===== src/rtl/deserializer_pkg.sv =====
// Shared types and defaults for the bit-serial to word deserializer.
// Imported by deser_shift_reg and deserializer.
package deserializer_pkg;

  typedef enum logic {
    COLLECT,
    READY
  } deser_state_t;

  localparam int DATA_W_DEFAULT = 8;

endpackage


===== src/rtl/deser_shift_reg.sv =====
// MSB-first shift register with bit counter; flags the DATA_W-th bit.
// Ports: clock_100k, reset (async low), shift_en, data_in -> word, last_bit.
module deser_shift_reg
  import deserializer_pkg::*;
#(
  parameter int DATA_W = DATA_W_DEFAULT
) (
  input  logic              clock_100k,
  input  logic              reset,
  input  logic              shift_en,
  input  logic              data_in,
  output logic [DATA_W-1:0] word,
  output logic              last_bit
);

  localparam int CW = $clog2(DATA_W + 1);

  logic [DATA_W-1:0] shift_q;
  logic [CW-1:0]     cnt_q;

  // word already includes the bit being sampled this edge
  assign word     = {shift_q[DATA_W-2:0], data_in};
  assign last_bit = shift_en && (cnt_q == CW'(DATA_W - 1));

  always_ff @(posedge clock_100k or negedge reset) begin
    if (!reset) begin
      shift_q <= '0;
      cnt_q   <= '0;
    end else if (shift_en) begin
      shift_q <= word;
      cnt_q   <= last_bit ? '0 : cnt_q + CW'(1);
    end
  end

endmodule


===== src/rtl/deserializer.sv =====
// Serial-to-parallel converter with ready/ack hold of the finished word.
// Ports: clock_100k, reset, data_in, write_in, ack_in -> data_out, data_ready.
module deserializer
  import deserializer_pkg::*;
#(
  parameter int DATA_W = DATA_W_DEFAULT
) (
  input  logic              clock_100k,
  input  logic              reset,
  input  logic              data_in,
  input  logic              write_in,
  input  logic              ack_in,
  output logic [DATA_W-1:0] data_out,
  output logic              data_ready
);

  deser_state_t      state_q;
  logic              shift_en;
  logic              last_bit;
  logic [DATA_W-1:0] word;

  // bits arriving while a word is held are dropped
  assign shift_en = write_in && (state_q == COLLECT);

  deser_shift_reg #(
    .DATA_W(DATA_W)
  ) u_shift (
    .clock_100k(clock_100k),
    .reset     (reset),
    .shift_en  (shift_en),
    .data_in   (data_in),
    .word      (word),
    .last_bit  (last_bit)
  );

  always_ff @(posedge clock_100k or negedge reset) begin
    if (!reset) begin
      state_q    <= COLLECT;
      data_out   <= '0;
      data_ready <= 1'b0;
    end else begin
      unique case (state_q)
        COLLECT: begin
          if (last_bit) begin
            data_out   <= word;
            data_ready <= 1'b1;
            state_q    <= READY;
          end
        end
        READY: begin
          if (ack_in) begin
            data_ready <= 1'b0;
            state_q    <= COLLECT;
          end
        end
        default: state_q <= COLLECT;
      endcase
    end
  end

endmodule


===== config.mk =====
export PLATFORM = sky130hd
export DESIGN_NAME = deserializer
export DESIGN_NICKNAME = d
export VERILOG_FILES = /design/src/rtl/deserializer_pkg.sv /design/src/rtl/deser_shift_reg.sv /design/src/rtl/deserializer.sv
export SDC_FILE = /design/constraint.sdc
export NUM_CORES = 1
export LEC_CHECK = 0
export CORE_MARGIN = 3
export CORE_UTILIZATION = 43
export CTS_CLUSTER_SIZE = 25
export DETAILED_ROUTE_END_ITERATION = 16
export GPL_ROUTABILITY_DRIVEN = 0
export MAX_ROUTING_LAYER = met4
export PLACE_DENSITY_LB_ADDON = 0.08
export SLEW_MARGIN = 0
export SYNTH_ARGS = -nofsm -noshare
export SYNTH_HDL_FRONTEND = slang
export SYNTH_SLANG_ARGS = --single-unit

===== constraint.sdc =====
create_clock -name clock_100k -period 4.2 [get_ports clock_100k]
set_input_delay 0.84 -clock clock_100k [delete_from_list [all_inputs] [get_ports clock_100k]]
set_output_delay 0.84 -clock clock_100k [all_outputs]
set_load 0.02 [all_outputs]

# After elaboration in Yosys (flattened, before gate mapping)
# Cells that the tools add are included.
# word_totals
regBits,21
input_bits,5
output_inout_bits,9
word_cells,21
# op_classes
addsub,1
n_eq_ne,3
mux,7
bitwise,1
reduce_logical,4
# op_table
op,count
adder 4 x 1 -> 4 bit (second input constant),1
equality test 4 x 3 -> 1 bit (second input constant),1
two-way mux 1 bit,4
two-way mux 4 bit,1
one-hot mux 1 bit (2 select lines),2
AND reduction 2 bit,2
logical AND 1 bit,2
inequality test 2 x 1 -> 1 bit (second input constant),1
inequality test 2 bit (second input constant),1
inverter 1 bit,1

# Logic depth before layout (Yosys ltp)
# Gate-level depths: netlist of the first run.
# depth
word_depth,5
ltp_mapped,4

# Cells and area by module
# A second synthesis of the first run with hierarchy kept.
# hier_totals
hier_cells,58
hier_area_um2,915.9
# modules_own_cells
mod,instances,cells_each,area_per_inst_um2
deser_shift_reg,1,32,495.5
deserializer,1,26,420.4

# Worst setup path after synthesis of the first run
# No wires, ideal clock.
# synth_path
path_kind,input-to-reg
start,input port write_in
end,register data_out[0]
setup_ns,0.125
arrival_ns,1.680
t_required_ns,4.075
setup_slack_ns,2.395
cell_stages,4
n_path_buf,1
cell_sequence,nor2b_2 > and4b_4 > buf_6 > mux2_4
# synth_between
elab_chain_len,3
# synth_rtl
element,line,source
start: declaration,deserializer.sv:11,"input logic write_in,"
logical AND 1 bit,deserializer.sv:23,assign shift_en = write_in && (state_q == COLLECT);
logical AND 1 bit,deser_shift_reg.sv:23,assign last_bit = shift_en && (cnt_q == CW'(DATA_W - 1));
AND reduction 2 bit (no line),--,
end signal: assignment,deserializer.sv:45,data_out <= word;
end: declaration,deserializer.sv:13,"output logic [DATA_W-1:0] data_out,"
# Every way passes these cells.
# A chain may end at the register's enable or synchronous reset.

# Worst setup path in the final report of the first run
# layout_path
start,input port write_in
end,register data_out[7]
# The elaborated chain is that of the path after synthesis.

==> results of run 1 <==
## cells in the mapped netlist
cell	instances	area share, %
nor2_1	1	0.44
a21o_1	2	1.7
nand2b_1	1	0.73
buf_2	1	0.58
ha_1	1	1.5
xnor2_1	1	1.0
mux2_2	10	13
o21ai_0	1	0.58
or2b_1	1	0.87
dfrtp_1	21	61
nand4_1	1	0.73
buf_6	1	1.3
nor2b_2	1	1.0
nand2_1	2	0.87
inv_1	1	0.44
and4b_4	1	1.6
mux2_4	7	12
## critical path, cell delays in order
cell             delay [ns]
clkdlybuf4s50_1        0.44
nor2b_2                0.46
and4b_4                0.46
mux2_2                 0.36
## power breakdown
part           leakage, µW  total [µW]  internal, µW  switching, µW
registers         0.000254         359           298           60.6
clock network    0.0000177        94.1          35.4           58.7
logic             0.000190         310           189            121
total             0.000462         763           522            240
## layout by cell type (no fill, tap or decap), drive strengths merged
cell type / instances
dfrtp: 21
mux2: 17
clkdlybuf4s50: 13
clkbuf: 3
a21o: 2
nand2: 2
inv: 1
nor2b: 1
and4b: 1
nor2: 1
nand4: 1
xnor2: 1
or2b: 1
nand2b: 1
o21ai: 1
ha: 1
clkinv: 1
## path summary, 6_finish.rpt
kind | startpoint | end | slack (ns) | cells after the start
max | write_in | data_out[7] | 1.83 | 4
min | data_ready | data_ready | 0.50 | 1
max reg2reg | state_q | data_out[7] | 2.41 | 3
min reg2reg | data_ready | data_ready | 0.50 | 1
max in group asynchronous | reset | data_out[3] | 2.58 | 1
min in group asynchronous | reset | u_shift.cnt_q[2] | 1.05 | 1
## stage by stage
stage	setup WS, ns	area, µm²	instances	utilization (%)
floorplan	2.39	858	54	-
global placement	1.50	1000	90	55.7
detailed placement	1.49	1000	90	55.7
CTS	1.82	1030	94	57.2
global route	1.76	1030	94	57.2
finish	1.83	1030	94	57.2
## area by class of cell
type	instances	share of cell area [%]
multi-input combinational	30	30.3
clock buffer	3	2.18
timing repair buffer	13	12.6
clock inverter	1	0.485
tap	25	3.03
inverter	1	0.364
sequential	21	51.0
## kinds of logic (layout without fill, tap and decap cells)
group                      after synthesis  in the layout
DFF                                     21             21
muxes                                   17             17
and+or+nand+nor                          8              8
AOI/OAI and AO/OA                        3              3
buffers and inverters                    3             18
adders and majority gates                1              1
xor gates and xnor gates                 1              1
## metal layers
metal | wire (µm) | vias up
met3 | 47 | 0
met1 | 640 | 223
li1 | - | 217
met4 | 0 | 0
met2 | 525 | 9
met5 | 0 | -
## sequential cells by signal, summed over array words and instances (netlist names)
name	count
data_out	8
data_ready	1
state_q	1
u_shift.cnt_q	4
u_shift.shift_q	7
==> impl_metrics.env, run 1 <==
export IMPL_status="completed"
export IMPL_total_power_uw=763
export IMPL_track_usage_pct=12.2
export IMPL_post_route_min_period_ns=2.37
export IMPL_viasPerCell=4.78
export IMPL_clk_pin_slew_ns=0.12
export IMPL_slew_violations=0
export IMPL_grt_ovfl_total=0
export IMPL_dieHeight_um=50.7
export IMPL_start_util_pct=47.6
export IMPL_wirelength_um=1210
export IMPL_rows=15
export IMPL_drtAntennaViolNets=0
export IMPL_clock_sinks=21
export IMPL_die_area_um2=2570
export IMPL_relSlewSlack_pct=37.6
export IMPL_clock_fmax_mhz=422
export IMPL_hold_class="reg -> reg"
export IMPL_port_buffers=13
export IMPL_drv_cap=0
export IMPL_drt_iter0_markers=2
export IMPL_worstPathArrival_ns=2.57
export IMPL_use_met1_pct=16.7
export IMPL_holdWs_ns=0.495
export IMPL_syn_to_final_growth_pct=20.1
export IMPL_fin_crit_sh_pct=56.5
export IMPL_cts_root_buf="clkbuf_4"
export IMPL_wire_per_inst_um=12.9
export IMPL_syn_inst=54
export IMPL_cts_tree="done"
export IMPL_fillers=161
export IMPL_criticalPathCategory="in -> reg"
export IMPL_power_density_nw_per_um2=740
export IMPL_fp_dieW_um=50.7
export IMPL_clk_latency_ns=0.29
export IMPL_antenna_found_initial=0
export IMPL_use_met2_pct=17.4
export IMPL_setup_violations=0
export IMPL_synth_top_family_by_area="multiplexers"
export IMPL_rsz0062_at_grt="false"
export IMPL_cp_required_ns=4.40
export IMPL_multiInputGateArea_um2=313
export IMPL_core_um2=1800
export IMPL_synthAdderAreaFrac_pct=1.46
export IMPL_synth_nets=60
export IMPL_ctsHoldBuffers=0
export IMPL_final_layout_size_suffix_gt1_share_pct=33.3
export IMPL_grt_pass1_wl_um=2280
export IMPL_vdd_drop_max_mv=0.331
export IMPL_crit_path_start_kind="input port"
export IMPL_ys_warn_count=0
export IMPL_numCtsBuffers=3
export IMPL_yosysUniqueCellTypes=17
export IMPL_muxShareOfSynthArea_pct=25.4
export IMPL_tightest_slew_ns=0.934
export IMPL_cts_path_max_buffers=2
export IMPL_postCtsSetupBuffers=0
export IMPL_cts_htree_levels=1
export IMPL_skew_ns=0.00428
export IMPL_grt_pass1_vias=508
export IMPL_seqCellArea_um2=526
export IMPL_grt_max_degree=22
export IMPL_synth_area_um2=858
export IMPL_grt_busiest_layer="met2"
export IMPL_dr_pass1_iters=2
export IMPL_power_leakage_uw=0.000462
export IMPL_layout_nets=76
export IMPL_synth_seq_cells=21
export IMPL_grtUsageMet3_pct=3.56
export IMPL_hpwl_um=811
export IMPL_synth_simple_area_share_pct=6.27
export IMPL_ys_seq_area_share_pct=61.2
export IMPL_num_vias=449
export IMPL_synth_compound_area_share_pct=2.33
export IMPL_crit_path_end_kind="register"
export IMPL_hold_viol=0
export IMPL_yosys_area_share_xor_xnor_pct=1.02
export IMPL_critPathMaxFanout=13
export IMPL_setup_tns_ns=0
export IMPL_antenna_cells=0
export IMPL_synth_avg_cell_area_um2=15.9
export IMPL_drc=0
export IMPL_ios=14
export IMPL_cts_resized=0
Power figures use the tool's default switching activity.
==> run 2: changes to the inputs <==
==> constraint.sdc (replaced) <==
create_clock -name clock_100k -period 2.1 [get_ports clock_100k]
set_input_delay 0.42 -clock clock_100k [delete_from_list [all_inputs] [get_ports clock_100k]]
set_output_delay 0.42 -clock clock_100k [all_outputs]
set_load 0.02 [all_outputs]
==> run 2 against run 1 <==
Net effect:
- worst setup slack worse by 1.4 ns
- sequential share of layout area shrank 0.67 points
- critical path depth decreased by 3
- final area up 1.3%
- flip-flop and latch count did not move
- clock-buffer cell count is 1 higher
- non-clock buffer count is 2 higher
- largest cell class unchanged
==> impl_metrics.env, run 2 (synthesis results as in run 1) <==
export IMPL_status="completed"
export IMPL_largest_registers="data_out: 8 flops, u_shift.shift_q: 7 flops, u_shift.cnt_q: 4 flops"
export IMPL_grt_pass1_wl_um=2300
export IMPL_ctsHoldBuffers=0
export IMPL_critPathSlowestCell="clkdlybuf4s50_1"
export IMPL_cts_resized=0
export IMPL_fin_crit_sh_pct=81.3
export IMPL_dr_pass1_iters=3
export IMPL_drc=0
export IMPL_cpLargestDelayFamily="buffers and inverters"
export IMPL_rsz0062_at_grt="false"
export IMPL_fp_dieW_um=50.7
export IMPL_top_layer="met4"
export IMPL_drt_iter0_markers=1
export IMPL_cts_tree="done"
export IMPL_wl_met2_um=596
export IMPL_met3WireLength_um=52
export IMPL_syn_to_final_growth_pct=21.7
export IMPL_power_leakage_uw=0.000469
export IMPL_track_usage_pct=12.6
export IMPL_start_util_pct=47.6
export IMPL_path_cells="clkdlybuf4s50_1"
export IMPL_rows=15
export IMPL_total_power_uw=1540
export IMPL_antenna_found_initial=0
export IMPL_num_vias=466
export IMPL_cp_required_ns=1.68
export IMPL_wire_per_inst_um=13.4
export IMPL_skew_ns=0.00935
export IMPL_hpwl_um=930
export IMPL_vdd_drop_max_mv=0.840
export IMPL_ios=14
export IMPL_crit_path_start_kind="register"
export IMPL_endpoint="data_out[5]"
export IMPL_antenna_cells=0
export IMPL_core_um2=1800
export IMPL_r2r_slack_ns=0.64
export IMPL_clock_sinks=21
export IMPL_clk_pin_slew_ns=0.11
export IMPL_tightest_slew_ns=0.263
export IMPL_postCtsSetupBuffers=0
export IMPL_cp_num_buf_inv=1
export IMPL_setup_tns_ns=0
export IMPL_slowest_delay_ns=0.61
export IMPL_fillers=162
export IMPL_critPathMaxFanout=2
export IMPL_crit_cells=1
export IMPL_hold_class="in -> async"
export IMPL_wirelength_um=1290
export IMPL_viasPerCell=4.85
export IMPL_clock_fmax_mhz=586
export IMPL_grt_max_degree=22
export IMPL_drtAntennaViolNets=0
export IMPL_final_layout_size_suffix_gt1_share_pct=33.8
export IMPL_place_inst=92
export IMPL_placed_cell_area_um2=1020
export IMPL_top_register="data_out"
export IMPL_hold_viol=0
export IMPL_largest_register_ffs=8
export IMPL_worstPathArrival_ns=1.29
export IMPL_finalInstanceArea_um2=1040
export IMPL_crit_path_end_kind="output port"
export IMPL_clk_latency_ns=0.30
export IMPL_critPathLaunch="data_out[5]"
export IMPL_cts_path_max_buffers=2
export IMPL_numCtsBuffers=3
export IMPL_timing_rr_end="data_out[7]"
export IMPL_cts_root_buf="clkbuf_4"
export IMPL_wl_met1_um=613
export IMPL_die_area_um2=2570
export IMPL_layout_nets=78
export IMPL_worstReg2RegStart="u_shift.cnt_q[0]"
export IMPL_stdcell_count=96
export IMPL_dieHeight_um=50.7
export IMPL_worst_r2r_path_depth=3
export IMPL_drv_cap=0
export IMPL_criticalPathCategory="reg -> out"
export IMPL_grt_pass1_vias=511
export IMPL_slew_violations=0
export IMPL_relSlewSlack_pct=82.5
export IMPL_power_density_nw_per_um2=1480
export IMPL_grt_ovfl_total=0
export IMPL_post_route_min_period_ns=1.71
export IMPL_cts_htree_levels=1
export IMPL_layout_common_cells="21 x dfrtp_1, 13 x clkdlybuf4s50_1, 10 x mux2_2, 7 x mux2_4, 3 x clkbuf_4"
export IMPL_finalCoreUtilization_pct=58.0
export IMPL_port_buffers=13
export IMPL_setup_violations=0
export IMPL_layout_commonest_cell="dfrtp_1"
run 2: stage by stage:
step | setup WS [ns] | hold WS [ns]
floorplan | 0.715 | 0.124
global placement | 0.216 | 0.465
detailed placement | 0.210 | 0.478
CTS | 0.379 | 0.449
global route | 0.323 | 0.459
finish | 0.394 | 0.448
run 2: final cells by class:
cell class                 instances  area [µm²]  area share (%)
multi-input combinational         30         313            29.9
inverter                           1        3.75           0.359
tap                               25        31.3            2.99
timing repair buffer              15         145            13.9
clock buffer                       4        26.3            2.51
sequential                        21         526            50.3
run 2: worst register-to-register path: cells and delay by family (launching register included):
| kind | cells | cell delay [ns] |
|---|---|---|
| muxes | 1 | 0.36 |
| adders and majority gates | 1 | 0.21 |
| and+or+nand+nor | 1 | 0.39 |
| DFF | 1 | 0.41 |
run 2: worst min path at each step:
stage                    start  depth (start not counted)  slack, ns          endpoint
floorplan                reset                          0       0.12       data_out[0]
global placement    data_ready                          1       0.46        data_ready
detailed placement  data_ready                          1       0.48        data_ready
CTS                      reset                          2       0.45  u_shift.cnt_q[2]
global route             reset                          2       0.46  u_shift.cnt_q[3]
finish                   reset                          2       0.45  u_shift.cnt_q[1]
run 2: where the power goes:
group	switching (µW)	internal, µW	total (µW)
logic	244	383	627
clock network	116	74.0	190
registers	128	597	725
total	488	1050	1540
run 2: layer usage:
metal | up-vias | global-route usage, %
met1 | 233 | 16.4
met5 | - | -
met4 | 0 | 5.38
li1 | 218 | -
met2 | 12 | 18.3
met3 | 3 | 3.86
